$ cat src/rtl/alu_seq_if.sv
// Request/response bundle for alu_seq: operands and start in, status and result out.
interface alu_seq_if #(parameter int WIDTH = 8);
    logic             start;
    logic [2:0]       mode;
    logic [WIDTH-1:0] ac;
    logic [WIDTH-1:0] dr;
    logic             busy;
    logic             done;
    logic [WIDTH-1:0] result;
    logic             e;

    modport master (output start, mode, ac, dr, input busy, done, result, e);
    modport slave  (input start, mode, ac, dr, output busy, done, result, e);
endinterface

$ cat src/rtl/alu_seq.sv
// Sequential ALU: seven single-cycle ops plus a WIDTH-cycle unsigned shift-add multiply.
module alu_seq #(
    parameter int WIDTH = 8
) (
    input  logic   clk,
    input  logic   rst,
    alu_seq_if.slave bus
);
    localparam int CW = (WIDTH > 1) ? $clog2(WIDTH) : 1;

    typedef enum logic {IDLE, MUL} state_t;

    state_t             state_q, state_d;
    logic [WIDTH-1:0]   result_q, result_d;
    logic               e_q, e_d;
    logic               done_q, done_d;
    logic [2*WIDTH-1:0] mcand_q, mcand_d;
    logic [WIDTH-1:0]   mplier_q, mplier_d;
    logic [2*WIDTH-1:0] acc_q, acc_d;
    logic [CW-1:0]      cnt_q, cnt_d;

    logic [WIDTH:0]     sum;
    logic [2*WIDTH-1:0] acc_next;

    always_comb begin
        state_d  = state_q;
        result_d = result_q;
        e_d      = e_q;
        done_d   = 1'b0;
        mcand_d  = mcand_q;
        mplier_d = mplier_q;
        acc_d    = acc_q;
        cnt_d    = cnt_q;
        sum      = {1'b0, bus.ac} + {1'b0, bus.dr};
        acc_next = acc_q + (mplier_q[0] ? mcand_q : '0);

        case (state_q)
            IDLE: begin
                if (bus.start) begin
                    done_d = 1'b1;
                    case (bus.mode)
                        3'b000: begin result_d = sum[WIDTH-1:0];         e_d = sum[WIDTH];        end
                        3'b001: begin result_d = bus.dr << 1;            e_d = bus.dr[WIDTH-1];   end
                        3'b010: begin result_d = ~(bus.ac ^ bus.dr);                              end
                        3'b011: begin result_d = bus.dr >> 1;            e_d = bus.dr[0];         end
                        3'b100: begin result_d = bus.dr;                                          end
                        3'b101: begin result_d = bus.ac;                                          end
                        3'b110: begin result_d = ~bus.dr + WIDTH'(1);    e_d = (bus.dr == '0);    end
                        default: begin
                            // Multiply: operands are latched here so later input changes are ignored
                            done_d   = 1'b0;
                            state_d  = MUL;
                            mcand_d  = {{WIDTH{1'b0}}, bus.ac};
                            mplier_d = bus.dr;
                            acc_d    = '0;
                            cnt_d    = '0;
                        end
                    endcase
                end
            end
            MUL: begin
                acc_d    = acc_next;
                mcand_d  = mcand_q << 1;
                mplier_d = mplier_q >> 1;
                cnt_d    = cnt_q + CW'(1);
                if (cnt_q == CW'(WIDTH - 1)) begin
                    result_d = acc_next[WIDTH-1:0];
                    e_d      = |acc_next[2*WIDTH-1:WIDTH];
                    done_d   = 1'b1;
                    state_d  = IDLE;
                end
            end
            default: state_d = IDLE;
        endcase
    end

    always_ff @(posedge clk) begin
        if (rst) begin
            state_q  <= IDLE;
            result_q <= '0;
            e_q      <= 1'b0;
            done_q   <= 1'b0;
            mcand_q  <= '0;
            mplier_q <= '0;
            acc_q    <= '0;
            cnt_q    <= '0;
        end else begin
            state_q  <= state_d;
            result_q <= result_d;
            e_q      <= e_d;
            done_q   <= done_d;
            mcand_q  <= mcand_d;
            mplier_q <= mplier_d;
            acc_q    <= acc_d;
            cnt_q    <= cnt_d;
        end
    end

    assign bus.busy   = (state_q == MUL);
    assign bus.done   = done_q;
    assign bus.result = result_q;
    assign bus.e      = e_q;
endmodule

$ cat src/flat_wrapper.sv
// flat-port wrapper written by rule: the top's interface ports become plain ports
module alu_seq_flat 
#(
    parameter int WIDTH = 8
)
  (clk, rst, bus_start, bus_mode, bus_ac, bus_dr, bus_busy, bus_done, bus_result, bus_e);
  alu_seq_if #(.WIDTH(WIDTH)) bus_i ();
  input  logic clk;
  input  logic rst;
  input wire logic [$bits(bus_i.start)-1:0] bus_start;
  input wire logic [$bits(bus_i.mode)-1:0] bus_mode;
  input wire logic [$bits(bus_i.ac)-1:0] bus_ac;
  input wire logic [$bits(bus_i.dr)-1:0] bus_dr;
  output wire logic [$bits(bus_i.busy)-1:0] bus_busy;
  output wire logic [$bits(bus_i.done)-1:0] bus_done;
  output wire logic [$bits(bus_i.result)-1:0] bus_result;
  output wire logic [$bits(bus_i.e)-1:0] bus_e;
  assign bus_i.start = bus_start;
  assign bus_i.mode = bus_mode;
  assign bus_i.ac = bus_ac;
  assign bus_i.dr = bus_dr;
  assign bus_busy = bus_i.busy;
  assign bus_done = bus_i.done;
  assign bus_result = bus_i.result;
  assign bus_e = bus_i.e;
  alu_seq #(.WIDTH(WIDTH)) u_core (.clk(clk), .rst(rst), .bus(bus_i));
endmodule
$ cat config.mk
export PLATFORM = sky130hd
export DESIGN_NAME = alu_seq_flat
export DESIGN_NICKNAME = d
export VERILOG_FILES = /design/src/rtl/alu_seq_if.sv /design/src/rtl/alu_seq.sv /design/src/flat_wrapper.sv
export SDC_FILE = /design/constraint.sdc
export NUM_CORES = 1
export LEC_CHECK = 0
export ABC_AREA = 1
export CORE_ASPECT_RATIO = 1.5
export CORE_MARGIN = 2
export CORE_UTILIZATION = 31
export CTS_CLUSTER_SIZE = 10
export DETAILED_ROUTE_END_ITERATION = 6
export GPL_TIMING_DRIVEN = 0
export HOLD_SLACK_MARGIN = 0.15
export SETUP_SLACK_MARGIN = 0.5
export SYNTH_ARGS = -nofsm -noshare
export SYNTH_HDL_FRONTEND = slang
export SYNTH_SLANG_ARGS = --single-unit
$ cat constraint.sdc
create_clock -name clk -period 2.41 [get_ports clk]
set_input_delay 0.241 -clock clk [delete_from_list [all_inputs] [get_ports clk]]
set_output_delay 0.241 -clock clk [all_outputs]
set_load 0.03 [all_outputs]
==> impl_metrics.json, run 1 <==
{
  "yosys-top-cells-count": "nand2_1 (210), inv_1 (79), a21oi_1 (63)",
  "setup_viol": 0,
  "synth.most_common_cell": "nand2_1",
  "finClkSkew_ns": 0.00593,
  "slew_headroom_pct": 49.8,
  "worst_slew_pin_slew_ns": 0.753,
  "ys_async_sr_fraction_pct": 0,
  "drv_cap": 0,
  "synthFlopType": "dfxtp_1",
  "post-route-util_pct": 41.3,
  "worstSetupEndpointType": "register",
  "drtAntennaViolNets": 0,
  "ys_warn_count": 0,
  "p_leak_nw": 2.36,
  "timing_worst_setup_path_type": "reg -> reg",
  "min_period_ns": 2.20,
  "cp.arrival_ns": 2.39,
  "die_h_um": 144,
  "hold_path_class": "in -> reg",
  "netlist_instances": 645,
  "drive_gt1_share_pct": 23.4,
  "drc_errors": 0,
  "critPathMaxFanout": 9,
  "first_global_vias": 4396,
  "crit_required_ns": 2.60,
  "cts_max_level": 2,
  "fp.dieW_um": 97.3,
  "drt_iter0_markers": 166,
  "hpwlAfterDp_mm": 10.5,
  "setup_tns_ns": 0,
  "placed_cell_area_um2": 4690,
  "clk_path_buf_depth": 2,
  "start_util_pct": 31.4,
  "drt-total-wl_mm": 13.6,
  "cts_tree": "yes",
  "finalCritPeriodShare_pct": 91.2,
  "crit_path_start_kind": "register",
  "maxSlewViolCount": 0,
  "cts_buffers": 5,
  "die-area_um2": 14000,
  "via_count": 4409,
  "num_antenna_cells": 0,
  "avgSynthCellArea_um2": 6.28,
  "synthDistinctLibCells": 43,
  "place_congestion": 0.924,
  "area_growth_syn_to_layout_pct": 31.5,
  "power_w": 0.00208,
  "fmax_ghz": 0.455,
  "first_pass_iters": 4,
  "netlist.area_leader.share_pct": 26.7,
  "grt_pass1_wl_mm": 21.2,
  "fin_area_um2": 5330,
  "synth-seq-cells": 54,
  "cts_root_buf": "clkbuf_16",
  "synth.cell_area_um2": 4050,
  "yosysTopAreaCell": "dfxtp_1",
  "portBuffers": 28,
  "ir_drop_uv": 344,
  "grt_usage_pct": 19.1,
  "rows": 51,
  "antenna_found_initial": 0,
  "wl_per_cell_um": 15.9,
  "synth_nets": 695,
  "status": "complete, no violations",
  "final_hold_viol_count": 0,
  "clk_pin_slew_worst_paths_ns": 0.07,
  "synth-edff-count": 0,
  "grt_overflow_total": 0,
  "io_pins": 33,
  "clock-sinks": 54,
  "rsz0062_at_grt": "true",
  "vias_per_cell": 5.17,
  "synth-seq-area-share_pct": 26.7,
  "core-area_um2": 12900,
  "powerDensity_nw_per_um2": 391,
  "grt_max_degree": 16,
  "synth_area_leaders": "dfxtp_1 (27%), nand2_1 (19%), ha_1 (8.0%), a21oi_1 (7.8%), inv_1 (7.3%)",
  "insertion_delay_ns": 0.29,
  "nNetsFinal": 743
}
==> final timing paths <==
path	start	endpoint	slack [ns]	cells after the start
worst max-delay path	u_core.mplier_q[0]$_SDFFE_PP0P_	u_core.bus.e$_SDFFE_PP0P_	0.21	17
worst min-delay path	rst	u_core.mcand_q[2]$_SDFFE_PP0P_	0.31	2
worst max register to register	u_core.mplier_q[0]$_SDFFE_PP0P_	u_core.bus.e$_SDFFE_PP0P_	0.21	17
worst min register to register	u_core.cnt_q[1]$_SDFFE_PP0P_	u_core.cnt_q[1]$_SDFFE_PP0P_	0.47	2
==> flip-flops by register name (all words and copies together), names as in the netlist <==
| name | flops |
|---|---|
| u_core.bus.busy | 1 |
| u_core.mcand_q | 16 |
| u_core.bus.done | 1 |
| u_core.mplier_q | 8 |
| u_core.bus.result | 8 |
| u_core.bus.e | 1 |
| u_core.cnt_q | 3 |
| u_core.acc_q | 16 |
==> cells in the final DEF, fill, tap and decap left out, drive strengths merged <==
master / instances
dlymetal6s2s: 4
clkinv: 1
inv: 85
nor3: 7
a21oi: 64
a31oi: 13
nand3b: 4
dfxtp: 54
buf: 28
o31ai: 2
or2: 1
ha: 26
fa: 2
o32ai: 1
dlygate4sd2: 3
o2111ai: 1
clkdlybuf4s50: 20
nand3: 42
or3: 1
a21o: 1
xor2: 4
nand4: 6
o311ai: 1
and2: 2
clkinvlp: 1
nor2: 36
clkdlybuf4s15: 1
o22ai: 9
o211ai: 4
clkbuf: 15
nand2: 219
a22oi: 7
o221ai: 1
o21ai: 26
o2bb2ai: 1
==> routing by layer <==
layer	GRT usage [%]	vias to the layer above	share of wire [%]
li1	-	2218	-
met1	18.0	2057	36
met2	38.7	87	56
met3	1.84	47	2.4
met4	12.2	0	6.1
met5	0	-	0
==> timing repair <==
action / 4_1_cts / 5_1_grt
buffers inserted: 9 / 3
gates resized for setup: 72 / 46
pin swaps: 26 / 7
endpoints found under the setup margin: 14 / 20
hold buffers: 0 / 0
gates cloned: 1 / 0
==> area by class of cell <==
| cell class | instances | area, um2 |
|---|---|---|
| clock inverters | 1 | 7.51 |
| clock buffers | 6 | 129 |
| plain buffers | 24 | 153 |
| multi-input cells | 481 | 3040 |
| well taps | 159 | 199 |
| inverters | 86 | 325 |
| fillers | 1343 | 7560 |
| flip-flops and latches | 54 | 1080 |
| repair buffers | 41 | 395 |
==> where the power goes <==
group | leakage (nW) | internal, W | switching [W] | total, W
sequential | 0.438 | 0.000915 | 0.0000133 | 0.000928
clock | 0.0629 | 0.000381 | 0.000336 | 0.000718
combinational | 1.86 | 0.000161 | 0.000277 | 0.000438
total | 2.36 | 0.00146 | 0.000626 | 0.00208
==> kinds of logic (layout without fill, tap and decap cells) <==
logic type / Yosys count / count (layout) / synth area share, %
AND/OR/NAND/NOR: 318 / 318 / 34.1
AO/OA/AOI/OAI: 131 / 131 / 18.4
buffers and inverters: 110 / 158 / 10.9
flip-flops: 54 / 54 / 26.7
adder cells (fa/ha/maj): 28 / 28 / 9.02
XOR/XNOR: 4 / 4 / 0.865
==> worst max-delay path: stages (launching register included) <==
cell and delay [ns]:
dfxtp_2 0.33, buf_8 0.14, nand2_2 0.07, inv_2 0.04, ha_4 0.15, fa_2 0.37
nand3_2 0.10, nand3_4 0.10, nand2_2 0.08, nand2_2 0.06, nand2_1 0.05, nand2_1 0.05
nor2_2 0.14, nand2_1 0.06, nor2_1 0.12, nand2_2 0.09, nand2_2 0.08, a21oi_2 0.04
==> stage by stage <==
step | cells | hold WS (ns) | setup slack (ns)
3_3_place_gp | 832 | 0.452 | -0.256
5_1_grt | 852 | 0.368 | 0.0843
6_report | 852 | 0.310 | 0.212
3_5_place_dp | 832 | 0.459 | -0.283
2_1_floorplan | 645 | 0.388 | 0.505
4_1_cts | 849 | 0.313 | 0.279
Power figures use the tool's default switching activity.
==> run 2: changes to the inputs <==
--- a/config.mk
+++ b/config.mk
@@ -7,7 +7,6 @@
 export LEC_CHECK = 0
 export ABC_AREA = 1
 export CORE_ASPECT_RATIO = 1.5
-export CORE_MARGIN = 2
 export CORE_UTILIZATION = 31
 export CTS_CLUSTER_SIZE = 10
 export DETAILED_ROUTE_END_ITERATION = 6
==> run 2 against run 1 <==
Worst hold slack lost 0.027 ns. Highest routed layer unchanged. Flip-flop and latch count did not move. Final cell count up 0.59%. Critical path depth grew 1. Non-clock buffer count increased by 7. Critical path type unchanged. Sequential power about the same. Clock power increased by 3.2%. Via count decreased by 0.45%. Wire length shrank 3.3%. Design area increased by 1.5%. Largest cell class unchanged. First-iteration DRC count up 8.4%. Fmax rose by 1.5%.
==> impl_metrics.json, run 2 (synthesis results as in run 1) <==
{
  "finClkSkew_ns": 0.00374,
  "first_global_vias": 4368,
  "insertion_delay_ns": 0.30,
  "register_area_um2": 1080,
  "drt_iter0_markers": 180,
  "portBuffers": 28,
  "place_congestion": 0.925,
  "crit_chain": "buf_6, clkbuf_8, nand2_2, inv_2, ha_4, nand2_4, inv_2, nand2_4, nor3_4, nand2_2, buf_6, nand3_4, nand2_2, nand2_2, nor2_4, nand2_2, nand2_2, a21oi_2",
  "antenna_found_initial": 0,
  "layout_commonest_cell": "nand2_1",
  "max_stage_delay_ns": 0.32,
  "cts_tree": "yes",
  "reg_top3": "u_core.acc_q x16, u_core.mcand_q x16",
  "grt_pass1_wl_mm": 20.8,
  "first_pass_iters": 4,
  "powerDensity_nw_per_um2": 389,
  "cp_slowest_cell": "dfxtp_2",
  "die_h_um": 142,
  "clock-sinks": 54,
  "cts_root_buf": "clkbuf_16",
  "min_period_ns": 2.16,
  "maxSlewViolCount": 0,
  "multiInputGateArea_um2": 3060,
  "hold_path_class": "in -> reg",
  "drt-total-wl_mm": 13.1,
  "grt_overflow_total": 0,
  "worst_slew_pin_slew_ns": 0.691,
  "timing_worst_setup_path_type": "reg -> reg",
  "p_leak_nw": 2.50,
  "clk_pin_slew_worst_paths_ns": 0.07,
  "critical-path-top-delay-family": "simple AND/OR/NAND/NOR gates",
  "ir_drop_uv": 230,
  "critPathMaxFanout": 5,
  "rows": 50,
  "drtAntennaViolNets": 0,
  "hpwlAfterDp_mm": 10.2,
  "setup_viol": 0,
  "core-area_um2": 12600,
  "vias_per_cell": 5.12,
  "io_pins": 33,
  "placed_cell_area_um2": 4690,
  "die-area_um2": 13500,
  "fmax_ghz": 0.462,
  "num_antenna_cells": 0,
  "cp.arrival_ns": 2.40,
  "slew_headroom_pct": 53.9,
  "wl_per_cell_um": 15.3,
  "nNetsFinal": 750,
  "drv_cap": 0,
  "critPathLaunch": "u_core.mplier_q[0]$_SDFFE_PP0P_",
  "final_hold_viol_count": 0,
  "fillerInstances": 1338,
  "rsz0062_at_grt": "true",
  "status": "complete, no violations",
  "clk_path_buf_depth": 2,
  "fp.dieW_um": 95.3,
  "crit_path_start_kind": "register",
  "timing.hold.ws_ns": 0.284,
  "r2r_start": "u_core.mplier_q[0]$_SDFFE_PP0P_",
  "layout_common_cells": "nand2_1 (171), inv_1 (63), dfxtp_1 (53), a21oi_1 (52), nand2_2 (37)",
  "fin_area_um2": 5410,
  "grt_usage_pct": 19.8,
  "drc_errors": 0,
  "drive_gt1_share_pct": 25.4,
  "path_buf_inv": 5,
  "crit_required_ns": 2.65,
  "via_count": 4389,
  "finalCritPeriodShare_pct": 89.8,
  "cts_max_level": 2,
  "cts_buffers": 5,
  "cp_common_cell": "nand2_2",
  "min-delay-start": "rst",
  "area_growth_syn_to_layout_pct": 33.5,
  "grt_max_degree": 16,
  "start_util_pct": 32.0,
  "worstSetupEndpointType": "register"
}
[run 2: path summary, 6_finish.rpt]
path,end,slack (ns),depth (start not counted)
worst min-delay path,u_core.mcand_q[1]$_SDFFE_PP0P_,0.28,2
worst min register to register,u_core.mplier_q[7]$_SDFFE_PP0P_,0.47,2
worst max register to register,u_core.bus.e$_SDFFE_PP0P_,0.25,18
worst max-delay path,u_core.bus.e$_SDFFE_PP0P_,0.25,18
[run 2: report_power, final]
part           switching [W]  total [W]  leakage [nW]  internal (W)
combinational       0.000268   0.000430          1.99      0.000162
sequential         0.0000145   0.000930         0.438      0.000915
clock               0.000328   0.000741        0.0739      0.000413
total               0.000610    0.00210          2.50       0.00149
[run 2: area by class of cell]
type / count / area share, %
Buffer: 24 / 2.75
Clock buffer: 7 / 2.64
Clock inverter: 1 / 0.0926
Inverter: 86 / 6.06
Multi-Input combinational cell: 481 / 56.6
Sequential cell: 54 / 20.0
Tap cell: 156 / 3.61
Timing Repair Buffer: 48 / 8.26
[run 2: repair_timing]
item,in CTS,in global routing
hold buffers,0,0
pin swaps,33,39
gates resized for setup,55,72
gates cloned,2,0
endpoints found under the setup margin,14,19
setup buffers,11,7
[run 2: metrics by stage]
stage               instances  setup slack, ns  util (%)  total power, W  setup TNS, ns
floorplan                 645            0.505         -         0.00120              0
global placement          829           -0.150      37.1         0.00135         -0.156
detailed placement        829           -0.173      37.1         0.00136         -0.214
CTS                       850            0.295      40.5         0.00210              0
global route              857            0.123      42.8         0.00218              0
finish                    857            0.245      42.8         0.00210              0
[run 2: routing by layer]
layer  track usage, %  wire (um)
met5                0          0
met2             38.4       7350
met4             9.49        386
met3             1.92        363
met1             20.5       5010
==> run 3: changes to the inputs <==
==> constraint.sdc (replaced) <==
create_clock -name clk -period 2.5 [get_ports clk]
set_input_delay 0.25 -clock clk [delete_from_list [all_inputs] [get_ports clk]]
set_output_delay 0.25 -clock clk [all_outputs]
set_load 0.03 [all_outputs]
==> run 3 against run 2 <==
Flip-flop and latch count is the same. Final cell count shrank 1.2%. Sequential power shrank 3.7%. Via count shrank 1.0%. Design area shrank 4.3%. Largest cell class unchanged. Critical path type unchanged. Clock power grew 8.4%. Wire length grew 0.63%. Global-route usage grew 0.58 points. Sequential share of layout area grew 0.90 points. Clock-buffer cell count shrank 1. Die area is the same. Combinational power shrank 5.1%. Highest routed layer unchanged.
==> impl_metrics.json, run 3 (synthesis results as in run 1) <==
{
  "grt_usage_pct": 20.4,
  "cts_root_buf": "clkbuf_16",
  "hold_path_class": "in -> reg",
  "place_congestion": 0.897,
  "timing.hold.ws_ns": 0.321,
  "crit_path_start_kind": "register",
  "area_growth_syn_to_layout_pct": 27.7,
  "hpwlAfterDp_mm": 10.2,
  "ir_drop_uv": 270,
  "cp.arrival_ns": 2.34,
  "cts_tree": "yes",
  "first_pass_iters": 4,
  "num_antenna_cells": 0,
  "reg_top3": "u_core.acc_q x16, u_core.mcand_q x16",
  "first_global_vias": 4259,
  "start_util_pct": 32.0,
  "min_period_ns": 2.15,
  "cts_buffers": 5,
  "antenna_found_initial": 0,
  "drc_errors": 0,
  "ctsHoldBuffers": 0,
  "cts_max_level": 2,
  "crit_required_ns": 2.69,
  "layout_common_cells": "nand2_1 (183), inv_1 (72), a21oi_1 (55), dfxtp_1 (53), nand3_1 (34)",
  "maxSlewViolCount": 0,
  "insertion_delay_ns": 0.30,
  "critPathMaxFanout": 9,
  "worst_slew_pin_slew_ns": 0.674,
  "grt_max_degree": 17,
  "slew_headroom_pct": 55.0,
  "wl_per_cell_um": 15.6,
  "finalCritPeriodShare_pct": 86.1,
  "drt_iter0_markers": 176,
  "fin_ws_ns": 0.348,
  "power_w": 0.00211,
  "timing_worst_setup_path_type": "reg -> reg",
  "drt-total-wl_mm": 13.2,
  "p_leak_nw": 2.35,
  "via_count": 4344,
  "nNetsFinal": 740,
  "drtAntennaViolNets": 0,
  "grt_pass1_wl_mm": 21.0,
  "die-area_um2": 13500,
  "final_hold_viol_count": 0,
  "layout_commonest_cell": "nand2_1",
  "core-area_um2": 12600,
  "fmax_ghz": 0.465,
  "io_pins": 33,
  "finClkSkew_ns": 0.00776,
  "dp_slack_ns": -0.186,
  "worstSetupEndpointType": "register",
  "rsz0062_at_grt": "true",
  "portBuffers": 28,
  "rows": 50,
  "grt_overflow_total": 0,
  "placed_cell_area_um2": 4530,
  "drive_gt1_share_pct": 20.0,
  "clk_path_buf_depth": 2,
  "drv_cap": 0,
  "fin_area_um2": 5170,
  "setup_viol": 0,
  "clock-sinks": 54,
  "die_h_um": 142,
  "clk_pin_slew_worst_paths_ns": 0.07,
  "status": "complete, no violations",
  "vias_per_cell": 5.13,
  "fp.dieW_um": 95.3,
  "powerDensity_nw_per_um2": 407
}
==> run 3: timing repair <==
action	4_1_cts	5_1_grt
gates cloned	0	1
resized for setup	65	37
buffers inserted	5	4
endpoints found under the setup margin	15	16
pin swaps	18	20
==> run 3: path summary, 6_finish.rpt <==
check	startpoint	endpoint	slack, ns	cells after the start
max	u_core.mplier_q[0]$_SDFFE_PP0P_	u_core.bus.e$_SDFFE_PP0P_	0.35	18
min	rst	u_core.mcand_q[1]$_SDFFE_PP0P_	0.32	2
max reg2reg	u_core.mplier_q[0]$_SDFFE_PP0P_	u_core.bus.e$_SDFFE_PP0P_	0.35	18
min reg2reg	u_core.mplier_q[2]$_SDFFE_PP0P_	u_core.mplier_q[2]$_SDFFE_PP0P_	0.47	2
==> run 3: area by class of cell <==
cell class                 instances  area, um2
multi-input combinational        481       2900
inverter                          86        323
buffer                            24        153
tap                              156        195
clock buffer                       6        129
sequential                        54       1080
timing repair buffer              38        355
clock inverter                     2       37.5
fill                            1359       7460
==> run 3: critical path: stages, from the launching register on <==
cell and delay (ns):
dfxtp_2 0.32, buf_8 0.14, clkbuf_16 0.15, nand2_1 0.06
inv_1 0.06, ha_4 0.32, nand2_4 0.07, inv_2 0.08
nand2_2 0.06, nor3_4 0.11, nand2_2 0.07, nand2_1 0.06
nand2_1 0.06, nand2_1 0.06, nand2_1 0.06, nor2_2 0.14
nand2_2 0.09, nand2_2 0.08, a21oi_2 0.05
==> run 3: per-stage QoR <==
step	std cells	setup TNS, ns	util (%)
floorplan	645	0	-
global placement	829	-0.137	35.8
detailed placement	829	-0.214	35.8
CTS	842	0	39.8
global route	847	0	40.9
finish	847	0	40.9
==> run 3: per-layer routing <==
metal	vias to the layer above	global-route usage, %	part of all wire [%]
met3	24	1.92	2.9
met1	2027	21.0	37
met5	-	0	0
met2	93	39.5	57
li1	2200	-	-
met4	0	10.2	3.3
==> run 3: power by group <==
group | leakage, nW | switching [W] | internal (W)
clock | 0.0771 | 0.000330 | 0.000474
combinational | 1.83 | 0.000257 | 0.000151
sequential | 0.438 | 0.0000136 | 0.000882
